<file path="src/rtl/lsu_pkg.sv">
// ---------------------------------------------------------------------------
// lsu_pkg
// Shared encodings for the sub-word load/store stage:
//   DATA_W              - data path width (lane logic assumes 4 byte lanes)
//   size_e              - request size encoding (SZ_BYTE/SZ_HALF/SZ_WORD;
//                         the fourth code behaves as a word)
//   state_e             - access FSM states (ST_IDLE/ST_MERGE)
//   is_misaligned()     - alignment test used when misalignment trapping
//                         (LSU_MISALIGN_TRAP_EN) is compiled in
// ---------------------------------------------------------------------------
package lsu_pkg;

    localparam int DATA_W = 32;

    typedef enum logic [1:0] {
        SZ_BYTE = 2'b00,
        SZ_HALF = 2'b01,
        SZ_WORD = 2'b10,
        SZ_ILL  = 2'b11
    } size_e;

    typedef enum logic {
        ST_IDLE  = 1'b0,
        ST_MERGE = 1'b1
    } state_e;

    // size[1] set means word access (the illegal code falls in here too).
    function automatic logic is_misaligned(input logic [1:0] size, input logic [1:0] lo);
        logic mis;
        mis = 1'b0;
        if (size[1])
            mis = (lo != 2'b00);
        else if (size == SZ_HALF)
            mis = lo[0];
        return mis;
    endfunction

endpackage

</file>
<file path="src/rtl/lsu_subword_if.sv">
// ---------------------------------------------------------------------------
// lsu_subword_if
// Bundles the execute-side request/response signals and the data-memory
// port of the load/store stage.
//   slave  modport : the LSU (consumes requests, drives memory address/data)
//   master modport : the environment (execute stage plus memory model)
// Signals:
//   req_valid/req_we/req_size/req_signed/req_addr/req_wdata  request
//   busy, load_data, load_valid, err                         response
//   mem_pos, mem_wdata, mem_wr, mem_rdata                    memory port
// ---------------------------------------------------------------------------
interface lsu_subword_if #(
    parameter int ADDR_W = 12
);
    logic              req_valid;
    logic              req_we;
    logic [1:0]        req_size;
    logic              req_signed;
    logic [ADDR_W-1:0] req_addr;
    logic [31:0]       req_wdata;

    logic              busy;
    logic [31:0]       load_data;
    logic              load_valid;
    logic              err;

    logic [ADDR_W-1:0] mem_pos;
    logic [31:0]       mem_wdata;
    logic              mem_wr;
    logic [31:0]       mem_rdata;

    modport slave (
        input  req_valid, req_we, req_size, req_signed, req_addr, req_wdata,
        input  mem_rdata,
        output busy, load_data, load_valid, err,
        output mem_pos, mem_wdata, mem_wr
    );

    modport master (
        output req_valid, req_we, req_size, req_signed, req_addr, req_wdata,
        output mem_rdata,
        input  busy, load_data, load_valid, err,
        input  mem_pos, mem_wdata, mem_wr
    );
endinterface

</file>
<file path="src/rtl/lsu_lane.sv">
// ---------------------------------------------------------------------------
// lsu_lane
// Purely combinational big-endian byte-lane logic.
//   merge:   merge_word_i with the lane(s) chosen by merge_addr_i/merge_size_i
//            replaced by right-justified merge_data_i  -> merge_word_o
//   extract: lane(s) of ext_word_i chosen by ext_addr_i/ext_size_i,
//            sign- or zero-extended per ext_signed_i   -> ext_data_o
// Lane 0 is bits [31:24]; lane 3 is bits [7:0]. Halfword uses addr[1] only,
// word ignores both low address bits.
// ---------------------------------------------------------------------------
module lsu_lane
    import lsu_pkg::*;
(
    input  logic [31:0] merge_word_i,
    input  logic [31:0] merge_data_i,
    input  logic [1:0]  merge_addr_i,
    input  logic [1:0]  merge_size_i,
    output logic [31:0] merge_word_o,

    input  logic [31:0] ext_word_i,
    input  logic [1:0]  ext_addr_i,
    input  logic [1:0]  ext_size_i,
    input  logic        ext_signed_i,
    output logic [31:0] ext_data_o
);

    logic [7:0] ext_lane [4];

    for (genvar gi = 0; gi < 4; gi++) begin : g_lane
        localparam int          HI   = 31 - 8 * gi;
        localparam logic [1:0]  LANE = 2'(gi);

        logic       hit;
        logic [7:0] src;

        always_comb begin
            hit = 1'b0;
            src = merge_data_i[7:0];
            case (merge_size_i)
                SZ_BYTE: begin
                    hit = (merge_addr_i == LANE);
                    src = merge_data_i[7:0];
                end
                SZ_HALF: begin
                    hit = (merge_addr_i[1] == LANE[1]);
                    // Upper lane of the half takes data[15:8], lower lane data[7:0].
                    src = LANE[0] ? merge_data_i[7:0] : merge_data_i[15:8];
                end
                default: begin
                    hit = 1'b1;
                    src = merge_data_i[HI -: 8];
                end
            endcase
        end

        assign merge_word_o[HI -: 8] = hit ? src : merge_word_i[HI -: 8];
        assign ext_lane[gi]          = ext_word_i[HI -: 8];
    end

    always_comb begin
        logic [7:0]  b;
        logic [15:0] h;
        b          = ext_lane[ext_addr_i];
        h          = ext_addr_i[1] ? ext_word_i[15:0] : ext_word_i[31:16];
        ext_data_o = ext_word_i;
        case (ext_size_i)
            SZ_BYTE: ext_data_o = {{24{ext_signed_i & b[7]}}, b};
            SZ_HALF: ext_data_o = {{16{ext_signed_i & h[15]}}, h};
            default: ext_data_o = ext_word_i;
        endcase
    end

endmodule

</file>
<file path="src/rtl/lsu_subword.sv">
// ---------------------------------------------------------------------------
// lsu_subword
// Load/store access stage in front of a word-addressed data memory.
// Loads return extended data one cycle after acceptance; word stores write
// in the accepting cycle; byte/halfword stores do a two-cycle
// read-modify-write using a registered copy of the read word, so the memory
// read never feeds the write data combinationally.
// Ports:
//   clk  - clock, all state on posedge
//   rst  - synchronous active-high reset
//   bus  - lsu_subword_if.slave (request, response and memory port)
// Build option:
//   LSU_MISALIGN_TRAP_EN - when defined, misaligned half/word requests are
//                          dropped and err pulses the following cycle;
//                          otherwise low address bits are simply ignored
//                          and err is tied low.
// ---------------------------------------------------------------------------
module lsu_subword #(
    parameter int ADDR_W = 12,
    parameter int DATA_W = 32
) (
    input  logic          clk,
    input  logic          rst,
    lsu_subword_if.slave  bus
);
    import lsu_pkg::state_e;
    import lsu_pkg::ST_IDLE;
    import lsu_pkg::ST_MERGE;

    state_e state_q, state_d;

    logic [ADDR_W-1:0] addr_q;
    logic [1:0]        size_q;
    logic [DATA_W-1:0] wdata_q;
    logic [DATA_W-1:0] rd_q;
    logic [DATA_W-1:0] load_data_q;
    logic              load_valid_q;

    logic              accept;
    logic              perform;
    logic              store_word;
    logic              store_sub;
    logic              do_load;
    logic [DATA_W-1:0] merged_word;
    logic [DATA_W-1:0] extracted;

    assign accept = (state_q == ST_IDLE) && bus.req_valid && !rst;

`ifdef LSU_MISALIGN_TRAP_EN
    import lsu_pkg::is_misaligned;

    logic misalign;
    logic err_q;

    assign misalign = is_misaligned(bus.req_size, bus.req_addr[1:0]);
    assign perform  = accept && !misalign;

    always_ff @(posedge clk) begin
        if (rst)
            err_q <= 1'b0;
        else
            err_q <= accept && misalign;
    end

    assign bus.err = err_q;
`else
    assign perform = accept;
    assign bus.err = 1'b0;
`endif

    // req_size[1] covers both the word code and the illegal code.
    assign store_word = perform &&  bus.req_we &&  bus.req_size[1];
    assign store_sub  = perform &&  bus.req_we && !bus.req_size[1];
    assign do_load    = perform && !bus.req_we;

    lsu_lane u_lane (
        .merge_word_i (rd_q),
        .merge_data_i (wdata_q),
        .merge_addr_i (addr_q[1:0]),
        .merge_size_i (size_q),
        .merge_word_o (merged_word),
        .ext_word_i   (bus.mem_rdata),
        .ext_addr_i   (bus.req_addr[1:0]),
        .ext_size_i   (bus.req_size),
        .ext_signed_i (bus.req_signed),
        .ext_data_o   (extracted)
    );

    // ---------------- FSM: state register ----------------
    always_ff @(posedge clk) begin
        if (rst)
            state_q <= ST_IDLE;
        else
            state_q <= state_d;
    end

    // ---------------- FSM: next state ----------------
    always_comb begin
        state_d = state_q;
        case (state_q)
            ST_IDLE:  if (store_sub) state_d = ST_MERGE;
            ST_MERGE: state_d = ST_IDLE;
            default:  state_d = ST_IDLE;
        endcase
    end

    // ---------------- FSM: outputs ----------------
    logic              busy_c;
    logic [ADDR_W-1:0] mem_pos_c;
    logic [DATA_W-1:0] mem_wdata_c;
    logic              mem_wr_c;

    always_comb begin
        busy_c      = 1'b0;
        mem_pos_c   = bus.req_addr;
        mem_wdata_c = bus.req_wdata;
        mem_wr_c    = 1'b0;
        case (state_q)
            ST_IDLE: begin
                mem_wr_c = store_word;
            end
            ST_MERGE: begin
                busy_c      = 1'b1;
                mem_pos_c   = addr_q;
                mem_wdata_c = merged_word;
                // A reset landing on the merge cycle cancels the write.
                mem_wr_c    = !rst;
            end
            default: ;
        endcase
    end

    assign bus.busy      = busy_c;
    assign bus.mem_pos   = mem_pos_c;
    assign bus.mem_wdata = mem_wdata_c;
    assign bus.mem_wr    = mem_wr_c;

    // ---------------- datapath registers ----------------
    always_ff @(posedge clk) begin
        if (rst) begin
            load_data_q  <= '0;
            load_valid_q <= 1'b0;
            addr_q       <= '0;
            size_q       <= '0;
            wdata_q      <= '0;
            rd_q         <= '0;
        end else begin
            load_valid_q <= do_load;
            if (do_load)
                load_data_q <= extracted;
            if (store_sub) begin
                rd_q    <= bus.mem_rdata;
                addr_q  <= bus.req_addr;
                size_q  <= bus.req_size;
                wdata_q <= bus.req_wdata;
            end
        end
    end

    assign bus.load_data  = load_data_q;
    assign bus.load_valid = load_valid_q;

endmodule
</file>
<file path="src/flat_wrapper.sv">
// flat-port wrapper written by rule: the top's interface ports become plain ports
module lsu_subword_flat import lsu_pkg::state_e; import lsu_pkg::ST_IDLE; import lsu_pkg::ST_MERGE;
#(
    parameter int ADDR_W = 12,
    parameter int DATA_W = 32
)
  (clk, rst, bus_req_valid, bus_req_we, bus_req_size, bus_req_signed, bus_req_addr, bus_req_wdata, bus_mem_rdata, bus_busy, bus_load_data, bus_load_valid, bus_err, bus_mem_pos, bus_mem_wdata, bus_mem_wr);
  lsu_subword_if #(.ADDR_W(ADDR_W)) bus_i ();
  input  logic clk;
  input  logic rst;
  input wire logic [$bits(bus_i.req_valid)-1:0] bus_req_valid;
  input wire logic [$bits(bus_i.req_we)-1:0] bus_req_we;
  input wire logic [$bits(bus_i.req_size)-1:0] bus_req_size;
  input wire logic [$bits(bus_i.req_signed)-1:0] bus_req_signed;
  input wire logic [$bits(bus_i.req_addr)-1:0] bus_req_addr;
  input wire logic [$bits(bus_i.req_wdata)-1:0] bus_req_wdata;
  input wire logic [$bits(bus_i.mem_rdata)-1:0] bus_mem_rdata;
  output wire logic [$bits(bus_i.busy)-1:0] bus_busy;
  output wire logic [$bits(bus_i.load_data)-1:0] bus_load_data;
  output wire logic [$bits(bus_i.load_valid)-1:0] bus_load_valid;
  output wire logic [$bits(bus_i.err)-1:0] bus_err;
  output wire logic [$bits(bus_i.mem_pos)-1:0] bus_mem_pos;
  output wire logic [$bits(bus_i.mem_wdata)-1:0] bus_mem_wdata;
  output wire logic [$bits(bus_i.mem_wr)-1:0] bus_mem_wr;
  assign bus_i.req_valid = bus_req_valid;
  assign bus_i.req_we = bus_req_we;
  assign bus_i.req_size = bus_req_size;
  assign bus_i.req_signed = bus_req_signed;
  assign bus_i.req_addr = bus_req_addr;
  assign bus_i.req_wdata = bus_req_wdata;
  assign bus_i.mem_rdata = bus_mem_rdata;
  assign bus_busy = bus_i.busy;
  assign bus_load_data = bus_i.load_data;
  assign bus_load_valid = bus_i.load_valid;
  assign bus_err = bus_i.err;
  assign bus_mem_pos = bus_i.mem_pos;
  assign bus_mem_wdata = bus_i.mem_wdata;
  assign bus_mem_wr = bus_i.mem_wr;
  lsu_subword #(.ADDR_W(ADDR_W), .DATA_W(DATA_W)) u_core (.clk(clk), .rst(rst), .bus(bus_i));
endmodule
</file>
<file path="config.mk">
export PLATFORM = sky130hd
export DESIGN_NAME = lsu_subword_flat
export DESIGN_NICKNAME = d
export VERILOG_FILES = /design/src/rtl/lsu_pkg.sv /design/src/rtl/lsu_subword_if.sv /design/src/rtl/lsu_lane.sv /design/src/rtl/lsu_subword.sv /design/src/flat_wrapper.sv
export SDC_FILE = /design/constraint.sdc
export NUM_CORES = 1
export LEC_CHECK = 0
export CORE_MARGIN = 2
export CORE_UTILIZATION = 49
export DETAILED_ROUTE_END_ITERATION = 8
export MAX_ROUTING_LAYER = met4
export PLACE_DENSITY = 0.9
export SLEW_MARGIN = 20
export SYNTH_ARGS = -nofsm -noshare
export SYNTH_HDL_FRONTEND = slang
export SYNTH_HIERARCHICAL = 1
export SYNTH_SLANG_ARGS = --single-unit
export TNS_END_PERCENT = 100
</file>
<file path="constraint.sdc">
create_clock -name clk -period 2 [get_ports clk]
set_input_delay 0.2 -clock clk [delete_from_list [all_inputs] [get_ports clk]]
set_output_delay 0.2 -clock clk [all_outputs]
set_load 0.1 [all_outputs]
</file>
==> metrics <==
Synth cell types=40; via count=6,440; worst path cell trace=o21a_1 -> nor2_4 -> buf_12 -> mux2_4 -> mux2_4 -> buf_12; clock sinks=112; top cells by area, synth=dfxtp_1 37%, mux2_2 14%, nand2_1 11%, o21ai_0 8.2%, nand3_1 6.3%; row count=40; cells on worst reg2reg path=4; share of post-route cells with drive strength above 1=26.7%; Hold WS=0.431 ns; EDFF count, synth=0; Mapped Cells=740; RSZ-0062 raised after global routing=yes; vias in the first global route=6,106; HPWL after DPL=13.8 mm; design area=8820 µm²; initial antenna violation count=0; Post-Synthesis Mean Instance Area=8.10 µm²; Final GP Congestion=0.927; die width=115 µm; yosys warns=6; Hold Vio Cnt, Final=0; Core ar.=12,000 µm²; CTS buffer count=9; Synth async-reset ratio=0%; Root Buffer=clkbuf_16; worst reg2reg endpoint=u_core/wdata_q[15]; # fillers=741; Die Area=13,100 µm²; mapped cell area=5990 µm²; Crit Path Class=flop to output pin; Starting DRT DRC Count=804; Pwr Total=5.98 mW; GRT Resource Usage Total=32.9%; headroom to the max-slew limit=62.7%; fin util=73.8%; Seq/Total Area, Yosys=37.4%; antenna cells=0; H-tree levels=3; slowest stage delay, CP=0.38 ns; Worst Skew=0.00612 ns; Worst-Skew Late Latency=0.36 ns; Vias/cell=6.23; reg-to-reg setup timing slack=0.48 ns; area leader, netlist=dfxtp_1; Final WS setup=-0.239 ns; Pleak=3.44 nW; Layout area overhead=47.2%; Hold WC Path Type=input port to flop; min Tclk post-route=2.24 ns; Remaining DRCs=0; largest net degree at the start of global routing=80; Worst Path Required=1.80 ns; CTS tree=yes; clock-pin slew on the worst setup and hold paths=0.08 ns; count leader, synth=nand2_1; starting density of the core=50.1%; Placed Area=8250 µm²; Max Cap Viol=0; nets@finish=965; CP arrival=2.04 ns; Multi-input gate area=3610 µm²; Post-synth top cells=172 x nand2_1, 112 x dfxtp_1, 98 x o21ai_0; GRT overflow=0; final worst-path cycle share=112%; failing checks=setup timing; post-synthesis register bit count=112; startpoint types=flop; CTS Buffer Depth=2; Synth Flop Type=dfxtp_1; peak supply drop=0.000423 V; Fmax achieved=447 MHz; slew at the pin closest to its max-slew limit=0.558 ns; TritonRoute pass-1 iters=6; worst hold endpoint=u_core/addr_q[3]; Final Max Slew Viols=0; WHS Path Cells=3; cts hold-fix bufs=0; Net Count, Synth=823; top cell type's share of synthesized area=37.4%; final setup fails=32; crit path capture type=output pin; Port Buffer Count=161; CP max FO=8; final WL=21.2 mm; storage element area=2260 µm²; worst r2r src=u_core/state_q; CP max-delay cell=dfxtp_4; Hold Startpoint=bus_req_addr[3]; I/O Pins=163; drt wl/cell=20.5 µm; first-pass GRT wire length=33.0 mm; Die Y=115 µm; post-route ant nets=0; Power Dens Cells=677 nW/µm²; status=finished with violations
-- placed cells by master (no fill, tap or decap), types with 2 or more instances in the layout --
master / n
nand2_1: 172
dfxtp_1: 107
o21ai_0: 98
clkdlybuf4s50_1: 82
nand3_1: 76
buf_4: 59
buf_12: 56
mux2_4: 41
mux2_2: 33
a21oi_1: 33
mux2i_1: 21
a221o_1: 10
clkbuf_16: 9
a22o_1: 9
o21ai_1: 8
a2bb2oi_1: 7
o22a_1: 7
mux2i_2: 6
nor2_1: 5
inv_8: 3
nor2_4: 3
dfxtp_4: 3
inv_1: 3
clkinvlp_4: 2
clkinv_4: 2
inv_2: 2
dfxtp_2: 2
buf_6: 2
o21a_1: 2
a21o_4: 2
-- stage by stage --
step	setup WS, ns	cells	TNS, ns
after floorplan	-0.0151	740	-0.0604
after global placement	-0.00703	1016	-0.0183
after detailed placement	-0.0922	1016	-0.539
after CTS	-0.215	1034	-5.54
after global routing	-0.266	1034	-6.66
final	-0.239	1034	-5.36
-- area by class of cell --
cell class,instances,area share (%)
sequential,112,25.6
timing repair buffer,201,27.8
inverter,6,0.312
tap,147,2.08
clock inverter,7,0.837
multi-input combinational,552,40.9
clock buffer,9,2.55
-- timing repair --
action	4_1_cts	5_1_grt
buffers inserted	2	0
endpoints found under the setup margin	32	32
pin swaps	4	3
gates resized for setup	55	13
cloned	1	0
-- worst max-delay path by stage --
stage / from / end / slack (ns) / cells after the start
2_1_floorplan: u_core/size_q[1] / bus_mem_wdata[11] / -0.02 / 5
3_3_place_gp: u_core/size_q[0] / bus_mem_wdata[8] / -0.007 / 5
3_5_place_dp: u_core/size_q[0] / bus_mem_wdata[15] / -0.09 / 5
4_1_cts: u_core/size_q[0] / bus_mem_wdata[7] / -0.22 / 6
5_1_grt: u_core/size_q[0] / bus_mem_wdata[0] / -0.27 / 6
6_report: u_core/size_q[0] / bus_mem_wdata[0] / -0.24 / 6
-- worst max-delay path: cells and delay by family, from the launching register on --
| kind | cells | cell delay [ns] |
|---|---|---|
| mux | 2 | 0.60 |
| flops | 1 | 0.38 |
| buf+inv | 2 | 0.33 |
| compound gates | 1 | 0.23 |
| simple gates | 1 | 0.13 |
-- metal layers --
layer	track usage (%)	share of wire, %	vias up
li1	-	-	2879
met1	42.8	39	2983
met2	51.2	47	513
met3	6.25	11	65
met4	11.9	3.5	0
met5	-	0	-
-- cells by family (layout without fill, tap and decap cells) --
| group | Yosys count | count (layout) | share of synthesized area (%) |
|---|---|---|---|
| mux | 102 | 102 | 18.8 |
| simple gates | 267 | 267 | 19.3 |
| flops | 112 | 112 | 37.4 |
| other cells | 1 | 1 | 0.0626 |
| compound gates | 182 | 182 | 17.9 |
| buf+inv | 76 | 223 | 6.49 |
-- flip-flops by register name, summed over array words and instances (netlist names) --
register and count:
u_core/state_q 1, u_core/size_q 2, u_core/bus.load_data 32, u_core/rd_q 32, u_core/addr_q 12, u_core/bus.load_valid 1
u_core/wdata_q 32
-- report_power, final --
group | internal, mW | switching (mW) | total (mW)
logic | 0.686 | 1.08 | 1.77
clock network | 0.893 | 0.946 | 1.84
registers | 2.30 | 0.0670 | 2.37
No activity file was read; power rests on OpenSTA's default activity.
